[src/rtl/main_mult3.sv]
// 3x3 unsigned array multiplier with a registered operand stage and a registered product stage.
// Define MAIN_MULT3_PIPE_EN to add a register after the first adder row (latency 3 instead of 2).
module main_mult3 #(
   parameter logic [5:0] OUT_RST = 6'd0
) (
   input  logic clk,
   input  logic rst_n,
   output logic p0,
   output logic p1,
   output logic p2,
   output logic p3,
   output logic p4,
   output logic p5,
   input  logic a0,
   input  logic a1,
   input  logic a2,
   input  logic b0,
   input  logic b1,
   input  logic b2,
   input  logic in_valid,
   output logic out_valid
);

   // Returns {carry, sum}.
   function automatic logic [1:0] half_add(input logic x, input logic y);
      return {x & y, x ^ y};
   endfunction

   function automatic logic [1:0] full_add(input logic x, input logic y, input logic z);
      return {(x & y) | (x & z) | (y & z), x ^ y ^ z};
   endfunction

   logic [2:0] a_r;
   logic [2:0] b_r;
   logic       v1_r;
   logic [1:0] ha10_s;
   logic [1:0] fa11_s;
   logic [1:0] ha12_s;
   logic [4:0] row1_s;
   logic [2:0] pp2_s;
   logic [4:0] row1_q_s;
   logic [2:0] pp2_q_s;
   logic       v_q_s;
   logic [1:0] ha20_s;
   logic [1:0] fa21_s;
   logic [1:0] fa22_s;
   logic [5:0] prod_s;
   logic [5:0] p_r;
   logic       out_valid_r;

   // Operand capture stage.
   always_ff @(posedge clk or negedge rst_n) begin
      if (!rst_n) begin
         a_r  <= 3'd0;
         b_r  <= 3'd0;
         v1_r <= 1'b0;
      end else begin
         a_r  <= {a2, a1, a0};
         b_r  <= {b2, b1, b0};
         v1_r <= in_valid;
      end
   end

   // First row folds the b1 partial products into the b0 row; row1_s holds product bits 0..4.
   assign ha10_s = half_add(a_r[1] & b_r[0], a_r[0] & b_r[1]);
   assign fa11_s = full_add(a_r[2] & b_r[0], a_r[1] & b_r[1], ha10_s[1]);
   assign ha12_s = half_add(a_r[2] & b_r[1], fa11_s[1]);
   assign row1_s = {ha12_s[1], ha12_s[0], fa11_s[0], ha10_s[0], a_r[0] & b_r[0]};
   assign pp2_s  = a_r & {3{b_r[2]}};

`ifdef MAIN_MULT3_PIPE_EN
   logic [4:0] row1_r;
   logic [2:0] pp2_r;
   logic       v2_r;

   // Mid-array register between the two adder rows.
   always_ff @(posedge clk or negedge rst_n) begin
      if (!rst_n) begin
         row1_r <= 5'd0;
         pp2_r  <= 3'd0;
         v2_r   <= 1'b0;
      end else begin
         row1_r <= row1_s;
         pp2_r  <= pp2_s;
         v2_r   <= v1_r;
      end
   end

   assign row1_q_s = row1_r;
   assign pp2_q_s  = pp2_r;
   assign v_q_s    = v2_r;
`else
   assign row1_q_s = row1_s;
   assign pp2_q_s  = pp2_s;
   assign v_q_s    = v1_r;
`endif

   assign ha20_s = half_add(row1_q_s[2], pp2_q_s[0]);
   assign fa21_s = full_add(row1_q_s[3], pp2_q_s[1], ha20_s[1]);
   assign fa22_s = full_add(row1_q_s[4], pp2_q_s[2], fa21_s[1]);
   assign prod_s = {fa22_s[1], fa22_s[0], fa21_s[0], ha20_s[0], row1_q_s[1:0]};

   // Product stage; an invalid slot leaves the last valid product in place.
   always_ff @(posedge clk or negedge rst_n) begin
      if (!rst_n) begin
         p_r         <= OUT_RST;
         out_valid_r <= 1'b0;
      end else begin
         out_valid_r <= v_q_s;
         if (v_q_s) begin
            p_r <= prod_s;
         end else begin
            p_r <= p_r;
         end
      end
   end

   assign p0        = p_r[0];
   assign p1        = p_r[1];
   assign p2        = p_r[2];
   assign p3        = p_r[3];
   assign p4        = p_r[4];
   assign p5        = p_r[5];
   assign out_valid = out_valid_r;

endmodule

[config.mk]
export PLATFORM = sky130hd
export DESIGN_NAME = main_mult3
export DESIGN_NICKNAME = d
export VERILOG_FILES = /design/src/rtl/main_mult3.sv
export SDC_FILE = /design/constraint.sdc
export NUM_CORES = 1
export LEC_CHECK = 0
export ABC_CLOCK_PERIOD_IN_PS = 3100
export CAP_MARGIN = 20
export CORE_MARGIN = 10
export CORE_UTILIZATION = 45
export CTS_BUF_LIST = sky130_fd_sc_hd__clkbuf_16
export CTS_CLUSTER_SIZE = 14
export DETAILED_ROUTE_END_ITERATION = 10
export PLACE_DENSITY = 0.75
export RECOVER_POWER = 25
export SLEW_MARGIN = 20
export SYNTH_ARGS = -nofsm -noshare
export SYNTH_HDL_FRONTEND = slang
export SYNTH_SLANG_ARGS = --single-unit
[constraint.sdc]
create_clock -name clk -period 3.1 [get_ports clk]
set_input_delay 0.465 -clock clk [delete_from_list [all_inputs] [get_ports clk]]
set_output_delay 0.465 -clock clk [all_outputs]
set_load 0.005 [all_outputs]
==> flow_metrics.env <==
export IMPL_area_growth_pct=39.0
export IMPL_dr_wl_met2_um=405
export IMPL_syn_inst=41
export IMPL_synth_seq_area_share_pct=57.9
export IMPL_grt_pass1_wl_um=1640
export IMPL_critical_path_required_ns=3.22
export IMPL_start_kind="register"
export IMPL_wl_met1_um=390
export IMPL_dieWidth_um=56.7
export IMPL_grt_max_degree=15
export IMPL_synth_seq_cells=14
export IMPL_tns_ns=0
export IMPL_initial_core_util_pct=47.1
export IMPL_cts_setup_buffers=0
export IMPL_slew_viol_final=0
export IMPL_cts_sinks=14
export IMPL_hold_slack_ns=0.505
export IMPL_period_needed_ns=2.71
export IMPL_std_cell_rows=13
export IMPL_place_congestion=0.811
export IMPL_via_count=334
export IMPL_path_cells="and2_1, ha_1, fa_1, ha_1, inv_1, fa_1, inv_1, fa_1, mux2_4"
export IMPL_synth_edff_count=0
export IMPL_crit_path_end_kind="register"
export IMPL_insertion_delay_ns=0.24
export IMPL_drt_first_pass_iters=3
export IMPL_die_area_mm2=0.00321
export IMPL_ys_async_sr_fraction_pct=100
export IMPL_cts_resized=0
export IMPL_yosysTopAreaCell="dfrtp_1"
export IMPL_nFillCells=103
export IMPL_p_leak_nw=0.403
export IMPL_top_layer_used="met4"
export IMPL_drive_gt1_share_pct=11.9
export IMPL_grt_setup_unrepaired="false"
export IMPL_ys_flop_type="dfrtp_1"
export IMPL_cts_root_buf="clkbuf_16"
export IMPL_drcViolationCount=0
export IMPL_place_ws_ns=0.371
export IMPL_yosys_warnings=0
export IMPL_max_freq_ghz=0.368
export IMPL_timing_final_ws_setup_ns=0.386
export IMPL_clk_path_buf_depth=2
export IMPL_io_buffers=15
export IMPL_hpwl_um=760
export IMPL_overflow=0
export IMPL_crit_path_max_fanout=3
export IMPL_clk_pin_slew_ns=0.04
export IMPL_syn_avg_cell_area_um2=14.8
export IMPL_cts_hold_buf=0
export IMPL_cts_htree_levels=1
export IMPL_path_class="reg2reg"
export IMPL_synth_common_cells="dfrtp_1 (14), and2_1 (7), inv_1 (5)"
export IMPL_met3_length_um=92
export IMPL_yosys_cell_count_top_type="dfrtp_1"
export IMPL_routed_wl_um=898
export IMPL_critPathTopFamily="adder cells"
export IMPL_syn_num_nets=56
export IMPL_dr_first_iter_drc_count=3
export IMPL_hold_viol=0
export IMPL_cp_slowest_cell="fa_1"
export IMPL_core_area_mm2=0.00128
export IMPL_slew_headroom_pct=61.0
export IMPL_antenna_found_initial=0
export IMPL_peakVddDrop_v=0.000507
export IMPL_skew_ns=0.00139
export IMPL_synth_area_top_cells="dfrtp_1 (58%), fa_1 (9.9%), mux2_4 (9.9%)"
export IMPL_die_h_um=56.7
export IMPL_nets=75
export IMPL_fin_util_pct=65.5
export IMPL_syn_cell_area_um2=606
export IMPL_power_uw=517
export IMPL_synth_cell_type_count=11
export IMPL_hp_class="reg2reg"
export IMPL_wl_per_cell_um=12.1
export IMPL_outcome="completed"
export IMPL_track_usage_pct=6.42
export IMPL_routed_via_density=4.51
export IMPL_num_antenna_cells=0
export IMPL_cp_arrival_ns=2.83
export IMPL_finalSetupViolCount=0
export IMPL_min_period_over_period_pct=87.6
export IMPL_maxCapViolations=0
export IMPL_crit_buf_inv=2
export IMPL_tritoncts="done"
export IMPL_worstMarginPinSlew_ns=0.583
export IMPL_slowest_delay_ns=0.41
export IMPL_synth_top_area_share_pct=57.9
export IMPL_drtAntennaViolNets=0
export IMPL_cts_buffers=3
export IMPL_first_global_vias=399
export IMPL_cp_common_cell="fa_1"
export IMPL_p_per_area_mw_per_mm2=614
export IMPL_pin_count=16
## report_power, final
part | switching [mW] | leakage (nW) | total, mW | internal (mW)
Combinational | 0.0220 | 0.195 | 0.0690 | 0.0470
Sequential | 0.0103 | 0.169 | 0.211 | 0.200
Clock | 0.0677 | 0.0385 | 0.238 | 0.170
Total | 0.0999 | 0.403 | 0.517 | 0.417
## flip-flops by register name, indices dropped and copies added, names as in the netlist
name / cells
v1_r: 1
p_r: 6
out_valid: 1
b_r: 3
a_r: 3
## routing by layer
metal / vias up / GRT usage, %
met5: - / 0
met4: 0 / 4.12
met3: 2 / 4.72
met2: 12 / 8.93
met1: 155 / 6.64
li1: 165 / -
## path summary, 6_finish.rpt
kind	slack (ns)	cells after the start	end	start
worst min-delay path	0.51	1	p_r[4]	p_r[4]
worst max register to register	0.39	9	p_r[4]	b_r[0]
worst max-delay path	0.39	9	p_r[4]	b_r[0]
worst min register to register	0.51	1	p_r[4]	p_r[4]
min in group asynchronous	0.60	1	p_r[2]	rst_n
max in group asynchronous	2.12	1	v1_r	rst_n
## placed cells by master (no fill, tap or decap), drive strengths merged
master	synthesis	final
dlygate4sd3	0	7
dfrtp	14	14
clkbuf	0	3
nand3	1	1
inv	5	5
clkinv	0	1
and2	7	7
nand2	1	1
mux2i	1	1
fa	3	3
mux2	4	4
clkdlybuf4s50	0	8
o21ai	1	1
ha	3	3
## through the flow
step	cells	instance area, um2
2_1_floorplan	41	606
3_3_place_gp	70	763
3_5_place_dp	70	763
4_1_cts	74	842
5_1_grt	74	842
6_report	74	842
## cell type report
class                      instances  area (um2)  share of cell area, %
inverter                           5        18.8                   2.23
sequential                        14         350                   41.6
tap                               15        18.8                   2.23
clock buffer                       3        75.1                   8.92
timing repair buffer              15         150                   17.8
multi-input combinational         21         225                   26.7
clock inverter                     1        3.75                  0.446
## kinds of logic after synthesis
kind of cell / after synthesis / synth area share, %
AO/OA/AOI/OAI: 1 / 0.826
adder cells (fa/ha/maj): 6 / 16.1
flip-flops: 14 / 57.9
multiplexers: 5 / 11.6
AND/OR/NAND/NOR: 9 / 8.68
buffers and inverters: 6 / 4.96
No activity file was read; power rests on OpenSTA's default activity.
